`src/rtl/afifo_pkg.sv`:
```
// ============================================================================
// Module  : afifo_pkg
// Brief   : Shared types and sizing helpers for the async-FIFO write arbiter.
// Revision: 1.0 - initial release
// ============================================================================
`default_nettype none

package afifo_pkg;

   typedef enum logic [0:0] {
      IDLE  = 1'b0,
      GRANT = 1'b1
   } arb_state_t;

   // Index width for N requesters; never collapses to zero bits.
   function automatic int owner_w(input int n);
      return (n > 1) ? $clog2(n) : 1;
   endfunction

endpackage : afifo_pkg

`default_nettype wire

```
`src/rtl/rr_pick.sv`:
```
// ============================================================================
// Module  : rr_pick
// Brief   : Rotate-priority encoder; first asserted request after last_owner.
// Revision: 1.0 - initial release
// ============================================================================
`default_nettype none

module rr_pick
   import afifo_pkg::*;
#(
   parameter int  N_REQ = 4,
   localparam int OW    = owner_w(N_REQ)
) (
   input  logic [N_REQ-1:0] req_i,
   input  logic [OW-1:0]    last_owner_i,
   output logic             valid_o,
   output logic [OW-1:0]    idx_o
);

   // Walk from the farthest candidate back to the nearest so the nearest wins.
   always_comb begin
      valid_o = 1'b0;
      idx_o   = '0;
      for (int k = N_REQ; k >= 1; k--) begin
         if (req_i[(int'(last_owner_i) + k) % N_REQ]) begin
            valid_o = 1'b1;
            idx_o   = OW'((int'(last_owner_i) + k) % N_REQ);
         end
      end
   end

endmodule : rr_pick

`default_nettype wire

```
`src/rtl/afifo_wr_arbiter.sv`:
```
// ============================================================================
// Module  : afifo_wr_arbiter
// Brief   : Packet-granular round-robin arbiter feeding the async FIFO write port.
// Revision: 1.0 - initial release
// ============================================================================
`default_nettype none

module afifo_wr_arbiter
   import afifo_pkg::*;
#(
   parameter int  N_REQ     = 4,
   parameter int  DATA_W    = 8,
   parameter int  MAX_BURST = 4,
   localparam int OWNER_W   = owner_w(N_REQ)
) (
   input  logic                      clk,
   input  logic                      rst_n,
   input  logic [N_REQ-1:0]          req,
   input  logic [N_REQ*DATA_W-1:0]   req_data,
   input  logic [N_REQ-1:0]          req_last,
   input  logic                      wfull,
   output logic [N_REQ-1:0]          gnt,
   output logic                      winc,
   output logic [DATA_W-1:0]         wdata,
   output logic [OWNER_W-1:0]        owner,
   output logic                      busy
);

   localparam int                 CNT_W     = $clog2(MAX_BURST + 1);
   localparam logic [CNT_W-1:0]   BURST_END = CNT_W'(MAX_BURST - 1);

   arb_state_t           state_q, state_d;
   logic [OWNER_W-1:0]   owner_q, owner_d;
   logic [OWNER_W-1:0]   last_owner_q, last_owner_d;
   logic [CNT_W-1:0]     burst_cnt_q, burst_cnt_d;
   logic [DATA_W-1:0]    wdata_q, wdata_d;

   logic                 w_pick_valid;
   logic [OWNER_W-1:0]   w_pick_idx;
   logic                 w_xfer;
   logic [DATA_W-1:0]    w_owner_data;

   rr_pick #(
      .N_REQ (N_REQ)
   ) u_pick (
      .req_i        (req),
      .last_owner_i (last_owner_q),
      .valid_o      (w_pick_valid),
      .idx_o        (w_pick_idx)
   );

   assign w_owner_data = req_data[owner_q*DATA_W +: DATA_W];
   assign w_xfer       = (state_q == GRANT) & req[owner_q] & ~wfull;

   assign owner = owner_q;
   assign busy  = (state_q == GRANT);

   always_ff @(posedge clk or negedge rst_n) begin
      if (!rst_n) begin
         state_q      <= IDLE;
         owner_q      <= '0;
         last_owner_q <= OWNER_W'(N_REQ - 1);
         burst_cnt_q  <= '0;
         wdata_q      <= '0;
      end else begin
         state_q      <= state_d;
         owner_q      <= owner_d;
         last_owner_q <= last_owner_d;
         burst_cnt_q  <= burst_cnt_d;
         wdata_q      <= wdata_d;
      end
   end

   // wdata follows the accepted word and otherwise replays the last one written.
   always_comb begin
      state_d      = state_q;
      owner_d      = owner_q;
      last_owner_d = last_owner_q;
      burst_cnt_d  = burst_cnt_q;
      wdata_d      = wdata_q;
      gnt          = '0;
      winc         = 1'b0;
      wdata        = wdata_q;

      case (state_q)
         IDLE: begin
            if (w_pick_valid) begin
               owner_d = w_pick_idx;
               state_d = GRANT;
            end
         end
         GRANT: begin
            if (w_xfer) begin
               winc         = 1'b1;
               gnt[owner_q] = 1'b1;
               wdata        = w_owner_data;
               wdata_d      = w_owner_data;
               burst_cnt_d  = burst_cnt_q + CNT_W'(1);
            end
            // A full FIFO stalls in place; only a withdrawn request can end the grant then.
            if (!req[owner_q] ||
                (w_xfer && (req_last[owner_q] || (burst_cnt_q == BURST_END)))) begin
               state_d      = IDLE;
               last_owner_d = owner_q;
               burst_cnt_d  = '0;
            end
         end
         default: state_d = IDLE;
      endcase
   end

endmodule : afifo_wr_arbiter

`default_nettype wire

```
`config.mk`:
```
export PLATFORM = sky130hd
export DESIGN_NAME = afifo_wr_arbiter
export DESIGN_NICKNAME = d
export VERILOG_FILES = /design/src/rtl/afifo_pkg.sv /design/src/rtl/rr_pick.sv /design/src/rtl/afifo_wr_arbiter.sv
export SDC_FILE = /design/constraint.sdc
export NUM_CORES = 1
export LEC_CHECK = 0
export CORE_MARGIN = 5
export CORE_UTILIZATION = 41
export CTS_CLUSTER_DIAMETER = 40
export DETAILED_ROUTE_END_ITERATION = 7
export GPL_ROUTABILITY_DRIVEN = 0
export PLACE_DENSITY = 0.95
export SYNTH_ARGS = -nofsm -noshare
export SYNTH_HDL_FRONTEND = slang
export SYNTH_SLANG_ARGS = --single-unit
export TNS_END_PERCENT = 100
```
`constraint.sdc`:
```
create_clock -name clk -period 4.45 [get_ports clk]
set_input_delay 0.89 -clock clk [delete_from_list [all_inputs] [get_ports clk]]
set_output_delay 0.89 -clock clk [all_outputs]
set_load 0.05 [all_outputs]
```
# Yosys cells after proc, flatten, opt, wreduce, memory -nomap -nowiden
# Index checks and enable logic that the tools add are counted.
# totals
regBits	16
latch_bits	0
mem_bits_rw	0
romBits	0
inputBits	43
out_inout_bits	16
word_cells	76
memories	0
# classes
addsub	5
n_mul	0
div_mod_pow	0
order_cmp	6
eq_ne	1
shifts	1
muxes	37
bitwise	8
reduce_logical	13
# op_table
operator	count
$shiftx A32 B6 Y8	1
$mux W1	19
$lt A3 B4 Y1 const B	4
$mux W8	2
$bmux W1 S2	6
$mux W2	4
$mux W4	2
$reduce_or A2 Y1	4
$mux W3	2
$reduce_and A2 Y1	3
$add A2 B1 Y2 const B	2
$add A2 B2 Y2 const B	2
$and A1 B1 Y1 const A	4
$add A3 B1 Y3 const B	1
$eq A3 B2 Y1 const B	1
$lt A2 B3 Y1 const B	1
$and A1 B1 Y1	2
$demux W1 S2	1
$ge A2 B1 Y1 const B	1
$logic_and A1 B1 Y1	2
$logic_or A1 B1 Y1	2
$not A1 Y1	2
$pmux W1 S2	1
$reduce_bool A2 Y1	1
$logic_not A1 Y1	1

# Depth between registers and ports, before layout
# Gate-level depths: netlist of run 1.
# logic_depth
depth_word	12
mapped_depth	6
ltp_nobuf	6

# Hierarchy
# From an unflattened synthesis of run 1, not the netlist that was laid out.
# hier_totals
hier_cells	84
area_unflattened_um2	1044.8
# modules_own_cells
mod	n_inst	cells_per_inst	area_per_inst_um2	seq_area_each_um2
afifo_wr_arbiter	1	70	953.4	402.9
rr_pick	1	14	91.3	0.0

# Worst setup path before layout of run 1
# No wires, ideal clock.
# synth_timing
kind	input to output
start	input port req[1]
end	output port gnt[2]
t_arrival_ns	2.567
t_required_ns	3.560
setup_slack_ns	0.993
cell_stages	4
path_buffers	1
cell_sequence	mux4_2 nand2_2 buf_6 nor3b_1
# synth_via
elab_chain_cells	6
# synth_rtl
item	line_no	source
from (decl)	afifo_wr_arbiter.sv:18	input logic [N_REQ-1:0] req,
$bmux W1 S2	afifo_wr_arbiter.sv:53	assign w_xfer = (state_q == GRANT) & req[owner_q] & ~wfull;
$mux W1 (implied by the code)	afifo_wr_arbiter.sv:53	
$and A1 B1 Y1 (2 in series)	afifo_wr_arbiter.sv:53	
$mux W4	afifo_wr_arbiter.sv:93	if (w_xfer) begin
$mux W4	afifo_wr_arbiter.sv:85	case (state_q)
to (decl)	afifo_wr_arbiter.sv:22	output logic [N_REQ-1:0] gnt,
# Every way passes these cells. The select of a mux whose other input is x is not followed.

# Worst setup path in the final report of run 1
# layout_timing
start	input port req[3]
end	output port wdata[6]
# layout_via
elab_chain_cells	6
# layout_rtl
item	line_no	source
$bmux W1 S2	afifo_wr_arbiter.sv:53	
$mux W1 (implied by the code)	afifo_wr_arbiter.sv:53	
$and A1 B1 Y1 (2 in series)	afifo_wr_arbiter.sv:53	
$mux W8	afifo_wr_arbiter.sv:93	
$mux W8	--	
to (decl)	afifo_wr_arbiter.sv:24	output logic [DATA_W-1:0] wdata,
# Every way passes these cells. The select of a mux whose other input is x is not followed.

==> impl_metrics.tcl, run 1 <==
set metrics [dict create \
    outcome "finished, final reports clean" \
    holdPathStages 1 \
    grt_pass1_wl_microns 4910 \
    initial_utilization_pct 42.8 \
    yosysWarnings 0 \
    ant_nets 0 \
    slew_headroom_pct 53.1 \
    timing.final.crit_period_ns 4.22 \
    p_leak_uw 0.000675 \
    required_ns 3.56 \
    clk_path_buf_depth 2 \
    ctsResizeCount 0 \
    rows 18 \
    cp-end-kind "primary output" \
    cts_buffers 3 \
    criticalPathCategory "input pin to primary output" \
    fin_nets 187 \
    num_vias 919 \
    hpwl_microns 2310 \
    avgViaCountPerCell 5.37 \
    die-area_sq_mm 0.00368 \
    final_core_util_pct 68.3 \
    ys_ff_latch 16 \
    avgSynthCellArea_sq_um 12.7 \
    drv_cap 0 \
    grt_pass1_vias 1082 \
    drtIter0Drc 17 \
    routedWlPerCell_microns 16.8 \
    finalSetupViolations 0 \
    clk_latency_ns 0.29 \
    ir_drop_v 0.000453 \
    antenna_found_initial 0 \
    ys_seq_area_share_pct 38.3 \
    worst_slack_ns 0.228 \
    path_clk_slew_ns 0.09 \
    yosysUniqueCellTypes 34 \
    synth_area_sq_mm 0.00105 \
    worst-path-max-fanout 12 \
    synth_cells 83 \
    async_flop_share_pct 100 \
    grt_overflow 0 \
    n_fill_cell 188 \
    min_path_type "flop to flop" \
    crit_path_start_kind "input pin" \
    timing.setup.tns_ns 0 \
    antenna_cells 0 \
    dieHeight_microns 60.6 \
    cts_hold_buf 0 \
    worst-r2r-cell-count 3 \
    rsz0062_at_grt "false" \
    place_ws_ns 0.216 \
    cts_tree "built" \
    hold_viol 0 \
    ys.flop_type "dfrtp_1" \
    route.final.wire_length_microns 2870 \
    tightestPinTransition_ns 0.701 \
    track_usage_pct 17.7 \
    slew_viol_final 0 \
    drt_first_pass_iters 4 \
    fp.dieW_microns 60.6 \
    boundaryPins 59 \
    core_area_sq_mm 0.00245 \
    cts_max_level 1 \
    io_buffers 58 \
    post-cts-setup-buffers 0 \
    synth_edf_count 0 \
    syn-num-nets 128 \
    power.density_mw_per_mm2 682 \
    drive_gt1_share_pct 14.9 \
    arrival_ns 3.33 \
    skew_ns 0.00610 \
    areaGrowthSynthToFinish_pct 59.5 \
    min_period_over_period_pct 94.9 \
    clock_sinks 16 \
    drc 0 \
    fmax_ghz 0.237 \
    grt_max_degree 19 \
    cts_root_buf "clkbuf_4" \
]
worst paths after layout:
check	startpoint	to	slack [ns]
max	req[3]	wdata[6]	0.23
min	wdata_q[1]	wdata_q[1]	0.50
max reg2reg	owner[1]	wdata_q[3]	2.40
min reg2reg	wdata_q[1]	wdata_q[1]	0.50
max in group asynchronous	rst_n	wdata_q[0]	2.98
min in group asynchronous	rst_n	wdata_q[6]	1.02
cell type report:
| class | count | area (sq um) | area share [%] |
|---|---|---|---|
| clock buffers | 4 | 36.3 | 2.16 |
| inverters | 5 | 18.8 | 1.12 |
| multi-input cells | 57 | 593 | 35.4 |
| flip-flops and latches | 16 | 403 | 24.0 |
| well taps | 30 | 37.5 | 2.24 |
| repair buffers | 59 | 588 | 35.1 |
report_power, final:
part / internal (uW) / leakage (uW) / switching, uW / total (uW)
sequential: 218 / 0.000191 / 68.7 / 286
combinational: 330 / 0.000463 / 433 / 762
clock: 49.8 / 0.0000210 / 44.7 / 94.5
total: 597 / 0.000675 / 546 / 1140
cells in the final DEF, fill, tap and decap left out, types with 2 or more instances in the layout:
master            n
clkdlybuf4s50_1  58
dfrtp_1          14
mux2_1           10
mux4_2            9
inv_1             4
mux2i_1           4
nor2b_1           3
nor3b_1           3
a21oi_1           3
clkbuf_4          3
nand2_2           2
nor2_1            2
nand2_1           2
ha_1              2
dfstp_2           2
through the flow:
| stage | instances | cell area [sq um] | hold WS, ns | power [uW] |
|---|---|---|---|---|
| final | 171 | 1680 | 0.500 | 1140 |
| after global routing | 171 | 1680 | 0.523 | 1220 |
| after CTS | 171 | 1680 | 0.505 | 1150 |
| after detailed placement | 167 | 1640 | 0.483 | 1060 |
| after global placement | 167 | 1640 | 0.474 | 1030 |
| after floorplan | 83 | 1050 | 0.470 | 829 |
critical path, cell delays in order:
cell,delay (ns)
clkdlybuf4s50_1,0.49
mux4_2,0.58
nand2_2,0.27
mux2_1,0.38
clkdlybuf4s50_1,0.72
per-layer routing:
layer  global-route usage, %  part of all wire [%]  up-vias
li1                        -                     -      433
met1                    21.4                    37      445
met2                    30.7                    55       35
met3                    4.26                   5.9        6
met4                    6.50                   2.1        0
met5                       0                     0        -
state kept, by name (all words and copies together) (netlist names):
name          cells
burst_cnt_q       3
busy              1
last_owner_q      2
owner             2
wdata_q           8
synth_stat cells, drive strengths merged, types with 2 or more instances:
library cell / instances / area, sq um
nor2: 3 / 13.8
mux4: 9 / 203
dfstp: 2 / 52.6
inv: 5 / 18.8
nand2: 4 / 20.0
buf: 4 / 32.5
a21oi: 3 / 15.0
o21ai: 2 / 10.0
mux2: 11 / 128
ha: 2 / 25.0
nor2b: 3 / 18.8
mux2i: 4 / 40.0
nor3b: 3 / 22.5
dfrtp: 14 / 350
cells by family (layout without fill, tap and decap cells):
family	Yosys count	in the layout	share of synthesized area, %
buf+inv	10	68	5.24
simple gates	17	17	9.64
fa+ha+maj	2	2	2.38
flops	16	16	38.3
mux	24	24	35.2
compound gates	14	14	9.17
Power figures use the tool's default switching activity.
==> run 2, diff against run 1 <==
--- a/config.mk
+++ b/config.mk
@@ -10,6 +10,7 @@
 export CTS_CLUSTER_DIAMETER = 40
 export DETAILED_ROUTE_END_ITERATION = 7
 export GPL_ROUTABILITY_DRIVEN = 0
+export HOLD_SLACK_MARGIN = 0.08
 export PLACE_DENSITY = 0.95
 export SYNTH_ARGS = -nofsm -noshare
 export SYNTH_HDL_FRONTEND = slang
==> results of run 2 <==
Same layout as run 1: the final DEF is identical, and so are final timing and power.
==> run 3, diff against run 2 <==
--- a/config.mk
+++ b/config.mk
@@ -5,7 +5,8 @@
 export SDC_FILE = /design/constraint.sdc
 export NUM_CORES = 1
 export LEC_CHECK = 0
-export CORE_MARGIN = 5
+export ABC_CLOCK_PERIOD_IN_PS = 4450
+export CORE_MARGIN = 2
 export CORE_UTILIZATION = 41
 export CTS_CLUSTER_DIAMETER = 40
 export DETAILED_ROUTE_END_ITERATION = 7
==> run 3 against run 2 <==
Power rose by 0.88%. Sequential power about the same. First-iteration DRC count up 47%. Die area shrank 19%. Critical path depth did not move. Critical path type unchanged.
==> impl_metrics.tcl, run 3 (same netlist as run 1, synthesis figures left out) <==
set metrics [dict create \
    cp-end-kind "primary output" \
    grt_overflow 0 \
    critPathMaxStageDelay_ns 0.71 \
    drc 0 \
    antenna_cells 0 \
    fmax_ghz 0.236 \
    cts_buffers 3 \
    skew_ns 0.00702 \
    route.final.wire_length_microns 2900 \
    crit_path_start_kind "input pin" \
    outcome "finished, final reports clean" \
    crit_buf_inv 2 \
    slew_headroom_pct 50.0 \
    post-cts-setup-buffers 0 \
    ant_nets 0 \
    dieHeight_microns 54.6 \
    core_area_sq_mm 0.00245 \
    fin_nets 187 \
    worst-path-max-fanout 12 \
    avgViaCountPerCell 5.49 \
    boundaryPins 59 \
    drv_cap 0 \
    clk_latency_ns 0.30 \
    largest_register_ffs 8 \
    p_total_uw 1150 \
    grt_max_degree 19 \
    arrival_ns 3.35 \
    top_regs "wdata_q: 8 flops, burst_cnt_q: 3 flops" \
    rows 18 \
    layout_commonest_cell "clkdlybuf4s50_1" \
    routedWlPerCell_microns 17.0 \
    cts_tree "built" \
    ctsResizeCount 0 \
    drive_gt1_share_pct 14.9 \
    io_buffers 58 \
    worstPathCellList "clkdlybuf4s50_1, mux4_2, nand2_2, mux2_1, clkdlybuf4s50_1" \
    num_vias 938 \
    fp.dieW_microns 54.6 \
    tightestPinTransition_ns 0.747 \
    required_ns 3.56 \
    drt_first_pass_iters 4 \
    grt_pass1_wl_microns 4330 \
    crit_family "buffers and inverters" \
    slew_viol_final 0 \
    p_leak_uw 0.000675 \
    initial_utilization_pct 42.8 \
    grt_pass1_vias 995 \
    regMostFlops "wdata_q" \
    dp.cells 167 \
    areaGrowthSynthToFinish_pct 59.5 \
    min_path_type "flop to flop" \
    min_period_over_period_pct 95.3 \
    timing.final.crit_period_ns 4.24 \
    drtIter0Drc 25 \
    antenna_found_initial 0 \
    hold_viol 0 \
    cts_max_level 1 \
    final_cell_mix "clkdlybuf4s50_1 (58), dfrtp_1 (14), mux2_1 (10)" \
    finalSetupViolations 0 \
    cts_hold_buf 0 \
    cts_root_buf "clkbuf_4" \
    rsz0062_at_grt "false" \
    criticalPathCategory "input pin to primary output" \
    hpwl_microns 2240 \
    path_clk_slew_ns 0.10 \
    ir_drop_v 0.000510 \
    track_usage_pct 20.9 \
    crit_top_cell "clkdlybuf4s50_1" \
    final_core_util_pct 68.3 \
    power.density_mw_per_mm2 688 \
    timing.setup.tns_ns 0 \
    critPathSlowestCell "clkdlybuf4s50_1" \
    die-area_sq_mm 0.00298 \
    clock_sinks 16 \
    instances_no_fill 171 \
    clk_path_buf_depth 2 \
]
## run 3: cell counts in the layout (fill, tap and decap cells not counted)
Identical to the previous run, type by type.
## run 3: layout make-up
class / instances / area [sq um]
Inverter: 5 / 18.8
Multi-Input combinational cell: 57 / 593
Clock buffer: 4 / 36.3
Tap cell: 30 / 37.5
Fill cell: 195 / 778
Sequential cell: 16 / 403
Timing Repair Buffer: 59 / 588
## run 3: power by group
group	leakage [uW]	switching, uW	total (uW)	internal [uW]
clock network	0.0000210	50.0	99.9	49.9
logic	0.000463	436	765	329
registers	0.000191	70.6	288	218
total	0.000675	556	1150	597
## run 3: layer usage
metal	up-vias	wire length [microns]	global-route usage [%]
li1	432	-	-
met1	446	1030	21.1
met2	49	1580	39.1
met3	11	229	7.65
met4	0	55	6.25
met5	-	0	0
## run 3: worst paths after layout
check,slack (ns),to,start,cells after the start
setup / recovery,0.21,wdata[0],req[3],5
max in group asynchronous,2.95,wdata_q[1],rst_n,1
hold reg to reg,0.50,wdata_q[7],wdata_q[7],1
min in group asynchronous,1.02,owner[0],rst_n,1
setup reg to reg,2.37,wdata_q[0],owner[1],3
hold / removal,0.50,wdata_q[7],wdata_q[7],1
## run 3: worst register-to-register path: stages (launching register included)
cell	delay, ns
dfrtp_1	0.81
mux4_2	0.48
nand2_2	0.28
mux2_1	0.39
## run 3: through the flow
| stage | cell area (sq um) | hold WS [ns] | setup slack, ns |
|---|---|---|---|
| 2_1_floorplan | 1050 | 0.470 | 0.993 |
| 3_3_place_gp | 1640 | 0.472 | 0.283 |
| 3_5_place_dp | 1640 | 0.479 | 0.208 |
| 4_1_cts | 1680 | 0.502 | 0.206 |
| 5_1_grt | 1680 | 0.538 | 0.135 |
| 6_report | 1680 | 0.497 | 0.210 |
